File: config.mk
export PLATFORM = sky130hd
export DESIGN_NAME = cache_arbiter
export DESIGN_NICKNAME = d
export VERILOG_FILES = /design/src/rtl/cache_arbiter.sv
export SDC_FILE = /design/constraint.sdc
export NUM_CORES = 1
export LEC_CHECK = 0
export BUFFER_PORTS_ARGS = -buffer_cell sky130_fd_sc_hd__buf_2
export CAP_MARGIN = 10
export CORE_AREA = 2 2 539 541
export CTS_CLUSTER_DIAMETER = 120
export DETAILED_ROUTE_END_ITERATION = 7
export DIE_AREA = 0 0 541 543
export SYNTH_ARGS = -nofsm -noshare
export SYNTH_HDL_FRONTEND = slang
export SYNTH_SLANG_ARGS = --single-unit
File: constraint.sdc
create_clock -name clk -period 22.3 [get_ports clk]
set_input_delay 1.115 -clock clk [delete_from_list [all_inputs] [get_ports clk]]
set_output_delay 1.115 -clock clk [all_outputs]
set_load 0.02 [all_outputs]
File: src/rtl/cache_arbiter.sv
// Shares one physical memory port between an icache and a dcache.
// The dcache wins ties, but a streak limit guarantees the icache a slot.
module cache_arbiter #(
   parameter int LINE_WIDTH   = 256,
   parameter int MAX_D_STREAK = 4
) (
   input  logic                  clk,
   input  logic                  rst,
   input  logic                  i_pmem_read,
   input  logic [31:0]           i_pmem_address,
   output logic [LINE_WIDTH-1:0] i_pmem_rdata,
   output logic                  i_pmem_resp,
   input  logic                  d_pmem_read,
   input  logic                  d_pmem_write,
   input  logic [31:0]           d_pmem_address,
   input  logic [LINE_WIDTH-1:0] d_pmem_wdata,
   output logic [LINE_WIDTH-1:0] d_pmem_rdata,
   output logic                  d_pmem_resp,
   output logic                  pmem_read,
   output logic                  pmem_write,
   output logic [31:0]           pmem_address,
   output logic [LINE_WIDTH-1:0] pmem_wdata,
   input  logic [LINE_WIDTH-1:0] pmem_rdata,
   input  logic                  pmem_resp
);

   localparam int            SW         = $clog2(MAX_D_STREAK + 1);
   localparam logic [SW-1:0] STREAK_MAX = SW'(MAX_D_STREAK);

   typedef enum logic [1:0] {IDLE, I_BUSY, D_BUSY, TURN} state_t;

   state_t                r_state;
   state_t                w_next_state;
   logic [SW-1:0]         r_streak;
   logic [SW-1:0]         w_next_streak;
   logic                  r_read;
   logic                  r_write;
   logic [31:0]           r_addr;
   logic [LINE_WIDTH-1:0] r_wdata;
   logic                  w_d_req;
   logic                  w_grant_d;
   logic                  w_grant_i;
   logic                  w_done;

   // NOTE: every signal gets a default before the case so no path leaves one unassigned (no latches).
   always_comb begin
      w_next_state  = r_state;
      w_next_streak = r_streak;
      w_d_req       = d_pmem_read | d_pmem_write;
      w_grant_d     = 1'b0;
      w_grant_i     = 1'b0;
      w_done        = 1'b0;
      case (r_state)
         IDLE: begin
            if (w_d_req && (!i_pmem_read || (r_streak < STREAK_MAX))) begin
               w_grant_d    = 1'b1;
               w_next_state = D_BUSY;
               if (!i_pmem_read)
                  w_next_streak = '0;
               else if (r_streak != STREAK_MAX)
                  w_next_streak = r_streak + SW'(1);
            end else if (i_pmem_read) begin
               w_grant_i     = 1'b1;
               w_next_state  = I_BUSY;
               w_next_streak = '0;
            end
         end
         I_BUSY, D_BUSY: begin
            if (pmem_resp) begin
               w_done       = 1'b1;
               w_next_state = TURN;
            end
         end
         TURN:    w_next_state = IDLE;
         default: w_next_state = IDLE;
      endcase
   end

   // NOTE: state uses non-blocking assignments; the line-wide data register is reset too so pmem_wdata reads 0 after reset.
   always_ff @(posedge clk or posedge rst) begin
      if (rst) begin
         r_state  <= IDLE;
         r_streak <= '0;
         r_read   <= 1'b0;
         r_write  <= 1'b0;
         r_addr   <= '0;
         r_wdata  <= '0;
      end else begin
         r_state  <= w_next_state;
         r_streak <= w_next_streak;
         if (w_grant_d) begin
            // A simultaneous read and writeback resolves to the writeback.
            r_write <= d_pmem_write;
            r_read  <= ~d_pmem_write;
            r_addr  <= d_pmem_address;
            r_wdata <= d_pmem_wdata;
         end else if (w_grant_i) begin
            r_read  <= 1'b1;
            r_write <= 1'b0;
            r_addr  <= i_pmem_address;
            r_wdata <= '0;
         end else if (w_done) begin
            r_read  <= 1'b0;
            r_write <= 1'b0;
         end
      end
   end

   assign pmem_read    = r_read;
   assign pmem_write   = r_write;
   assign pmem_address = r_addr;
   assign pmem_wdata   = r_wdata;

   // Responses are combinational so the cache sees completion in the same cycle.
   assign i_pmem_resp  = (r_state == I_BUSY) && pmem_resp;
   assign d_pmem_resp  = (r_state == D_BUSY) && pmem_resp;
   assign i_pmem_rdata = i_pmem_resp ? pmem_rdata : '0;
   assign d_pmem_rdata = d_pmem_resp ? pmem_rdata : '0;

endmodule

* Word-level counts from Yosys, hierarchy flattened
Cells that the tools add are included.
** Cells by class
- Magnitude comparators :: 1
- Reduce and logical (&&, ||, !) cells :: 12
- Bitwise logic cells :: 2
- Equal/unequal tests :: 7
- Add/subtract/negate cells :: 1
- Muxes and demuxes :: 26
** Operators with widths (number)
- two-way mux 256 bit :: 4
- two-way mux 32 bit :: 2
- two-way mux 1 bit :: 12
- two-way mux 3 bit :: 4
- two-way mux 2 bit :: 3
- inequality test 3 bit, second input constant :: 2
- one-hot mux 2 bit (3 select lines) :: 1
- equality test 2 bit, second input constant :: 2
- nonzero test 2 bit :: 2
- adder 3 x 1 -> 3 bit, second input constant :: 1
- logical AND 1 bit :: 3
- less-than comparator 3 bit, second input constant :: 1
- inequality test 3 x 2 -> 1 bit, second input constant :: 1
- AND reduction 3 bit :: 1
- nonzero test 3 bit :: 1
- equality test 2 x 1 -> 1 bit, second input constant :: 1
- zero test 2 bit :: 1
- inequality test 2 bit, second input constant :: 1
- AND reduction 2 bit :: 1
- OR reduction 2 bit :: 1
- zero test 1 bit :: 1
- logical OR 1 bit :: 1
- NOT 1 bit :: 1
- OR 1 bit :: 1
** Storage, ports and cells
- Input bits :: 582
- Register bits :: 295
- Word-level logic and storage cells :: 55

* Logic depth before layout (Yosys ltp)
- Depth after elaboration :: 7
- Mapped depth :: 8

* Worst setup path before layout
No wires, ideal clock.
- Path type :: input to output
- Start :: input port pmem_resp
- End :: output port d_pmem_rdata[100]
- Setup slack :: 19.166 ns
- Arrival time :: 2.019 ns
- Cell stages on the path :: 4
- Path through :: buf_2 > clkbuf_1 > clkbuf_1 > and3_1
** Between the ends
- Cells in the longest elaborated chain, start to end :: 2
** RTL lines
- start, declared :: line 24 : input logic pmem_resp
- logical AND 1 bit :: line 116 : assign d_pmem_resp = (r_state == D_BUSY) && pmem_resp;
- two-way mux 256 bit :: line 118 : assign d_pmem_rdata = d_pmem_resp ? pmem_rdata : '0;
- end, declared :: line 17 : output logic [LINE_WIDTH-1:0] d_pmem_rdata,
No other way between the ends.

* Final worst setup path
- Start :: register r_state[1]
- End :: output port i_pmem_rdata[40]
** Between the ends
- Cells in the longest elaborated chain, start to end :: 3
** RTL lines
- start, declared :: line 32 : state_t r_state;
- start signal, assigned :: line 89 : r_state <= w_next_state;
- equality test 2 x 1 -> 1 bit :: line 115 : assign i_pmem_resp = (r_state == I_BUSY) && pmem_resp;
- logical AND 1 bit :: line 115
- two-way mux 256 bit :: line 117 : assign i_pmem_rdata = i_pmem_resp ? pmem_rdata : '0;
- end, declared :: line 11 : output logic [LINE_WIDTH-1:0] i_pmem_rdata,
No other way between the ends.

==> reports/qor.yml <==
power_density_mw_per_mm2: 145
drt_iter0_markers: 2301
num_rows: 197
min_period_ns: 5.11
leakage_nw: 15.0
yosys.area.top_type: "dfrtp_1"
fmax_ghz: 0.196
grt-ovfl-total: 0
fin_worst_skew_ns: 0.0427
clkSlewWorstSetupHoldPaths_ns: 0.06
grt_antenna_before_repair: 221
fin_crit_sh_pct: 22.9
cts_tree: "yes"
cts_root_buf: "clkbuf_16"
die_height_um: 543
rrSetupSlack_ns: 18.07
wl_mm: 210
synth_top_area_share_pct: 51.0
worst_r2r_endpoint: "pmem_address[4]"
rsz0062_at_grt: "false"
grtUsageTotal_pct: 13.5
critPathBufInv: 4
drive_gt1_share_pct: 55.2
dp_hpwl_mm: 189
final_util_pct: 9.39
dpl_cell_area_sq_mm: 0.0255
die_width_um: 541
core_sq_mm: 0.287
netlist_instances: 1382
cts_buffers: 38
syn_to_final_growth_pct: 86.4
cts.path.max_buffers: 3
crit_path_cell_trace: "inv_1 -> ha_4 -> buf_4 -> buf_4 -> and3_1 -> buf_2"
gp_congestion: 1.03
worstRegToRegCells: 7
finalSetupTns_ns: 0
peakVddDrop_mv: 0.0845
worst_slew_pin_slew_ns: 1.18
maxCapViolations: 0
synth_warnings: 0
max_stage_delay_ns: 0.75
hold_start: "pmem_address[9]"
drt-wirelength-per-cell_um: 32.3
synth_area_sq_mm: 0.0145
cp_slowest_cell: "buf_4"
ys_seq_area_share_pct: 51.0
cp_max_fo: 117
postLayoutCellArea_sq_mm: 0.0270
cp.required_ns: 21.19
synth_nets: 1969
slew_headroom_pct: 21.5
setup_viol: 0
cp_num_cells: 6
die_area_sq_mm: 0.294
hold_depth: 2
crit_type: "flop to output port"
status: "complete, no violations"
start_util_pct: 5.04
grt_max_degree: 201
vias: 19000
hold_buffers: 0
dp_cells: 6381
grt_pass1_wl_mm: 245
netlist_top_cells_area: "dfrtp_1, and3_1, a22o_1, clkbuf_1, buf_6"
path_common_cell: "buf_4"
hold_end: "pmem_address[9]"
r2r_start: "r_state[0]"
ant_nets: 0
power_mw: 3.91
min_path_type: "flop to flop"
hold_viol_final: 0
slew_violations: 0
avgViaCountPerCell: 2.91
avgSynthCellArea_sq_um: 10.5
crit_arrival_ns: 3.99
drt-pass1-iter-count: 6
ys_ff_latch: 295
grt_pass1_vias: 17500
ioPinCount: 1386
htreeDepth: 2
synth_cell_type_count: 27
final_cells: 6518
end_kind: "output port"
cts_resized: 0
critPathLaunchType: "flop"
clkLatencyLatePin_ns: 0.65
critPathTopFamily: "buffers and inverters"
postCtsSetupBuffers: 0
drcViolationCount: 0
nets: 3227
cts_sinks: 295
port_buffers: 1385
[power breakdown]
part | switching (mW) | total [mW] | internal [mW]
registers | 0.150 | 0.936 | 0.786
clock network | 0.289 | 0.681 | 0.393
logic | 1.68 | 2.30 | 0.612
total | 2.12 | 3.91 | 1.79
[per-layer routing]
layer | vias to the layer above | GRT usage, % | wire length, um
li1 | 7776 | - | -
met5 | - | 0.510 | 206
met3 | 483 | 9.96 | 36800
met1 | 8996 | 14.3 | 75200
met4 | 30 | 5.88 | 10200
met2 | 1694 | 20.0 | 87900
[per-stage QoR]
| step | hold slack, ns | setup WS, ns |
|---|---|---|
| global placement | 0.465 | 17.25 |
| floorplan | 0.471 | 13.04 |
| CTS | 0.485 | 17.26 |
| detailed placement | 0.470 | 17.30 |
| global route | 0.510 | 16.99 |
| finish | 0.482 | 17.19 |
[synth_stat cells]
cell type,number
a211oi_1,1
a21boi_0,1
a21oi_1,3
a22o_1,256
a32o_1,2
and2_1,2
and3_1,512
buf_1,1
buf_2,14
buf_4,4
buf_6,22
buf_8,2
clkbuf_1,141
dfrtp_1,295
ha_1,5
inv_1,6
nand2_1,37
nand2_2,1
nand2b_1,1
nand3_1,1
nor2_1,2
o2111ai_1,1
o21ai_0,28
o21ai_1,7
o22ai_1,35
o2bb2ai_2,1
or3_4,1
[registers in the layout (all words and copies together) (netlist names)]
signal,cells
pmem_address,32
pmem_read,1
pmem_wdata,256
pmem_write,1
r_state,2
r_streak,3
[kinds of logic (layout without fill, tap and decap cells)]
kind of cell    after synthesis  after routing  synth area share, %
compound gates              335            335                 18.7
fa+ha+maj                     5              5                0.432
buf+inv                     190           1478                 6.45
flops                       295            295                 51.0
other cells                   0             67                    0
simple gates                557            557                 23.4
[layout make-up]
type,instances,area [sq um]
fillers,33500,260000
flip-flops and latches,295,7380
multi-input cells,897,6220
clock buffers,55,1120
inverters,6,30.0
clock inverters,15,236
diodes,67,168
well taps,3781,4730
repair buffers,1402,7090
[worst min-delay path: stages, from the launching register on]
cell     delay, ns
dfrtp_1       0.34
nand2_1       0.05
o21ai_0       0.06
[how the worst max path moves through the flow]
stage                     slack [ns]         from          endpoint
after floorplan                13.04          rst   pmem_address[0]
after global routing           16.99   r_state[1]  i_pmem_rdata[40]
after global placement         17.25  d_pmem_read   pmem_address[4]
after detailed placement       17.30  d_pmem_read  pmem_address[12]
final                          17.19   r_state[1]  i_pmem_rdata[40]
after CTS                      17.26   r_state[1]  i_pmem_rdata[26]
[cell usage in the layout (no fill, tap or decap), types with 2 or more instances in the layout]
cell        count
inv_1           5
ha_4            2
clkbuf_1        6
a32o_1          2
buf_2        1384
a22o_1        256
buf_12          2
and2_1          2
and3_1        512
diode_2        67
clkinv_2        3
nand2_1        37
dfrtp_1       295
a21oi_1         3
ha_1            3
o21ai_0        28
buf_4          15
bufinv_16       3
o21ai_1         7
inv_8           2
clkinvlp_4      3
clkinv_16       2
clkbuf_16      38
o22ai_1        35
clkbuf_8       11
Power figures use the tool's default switching activity.
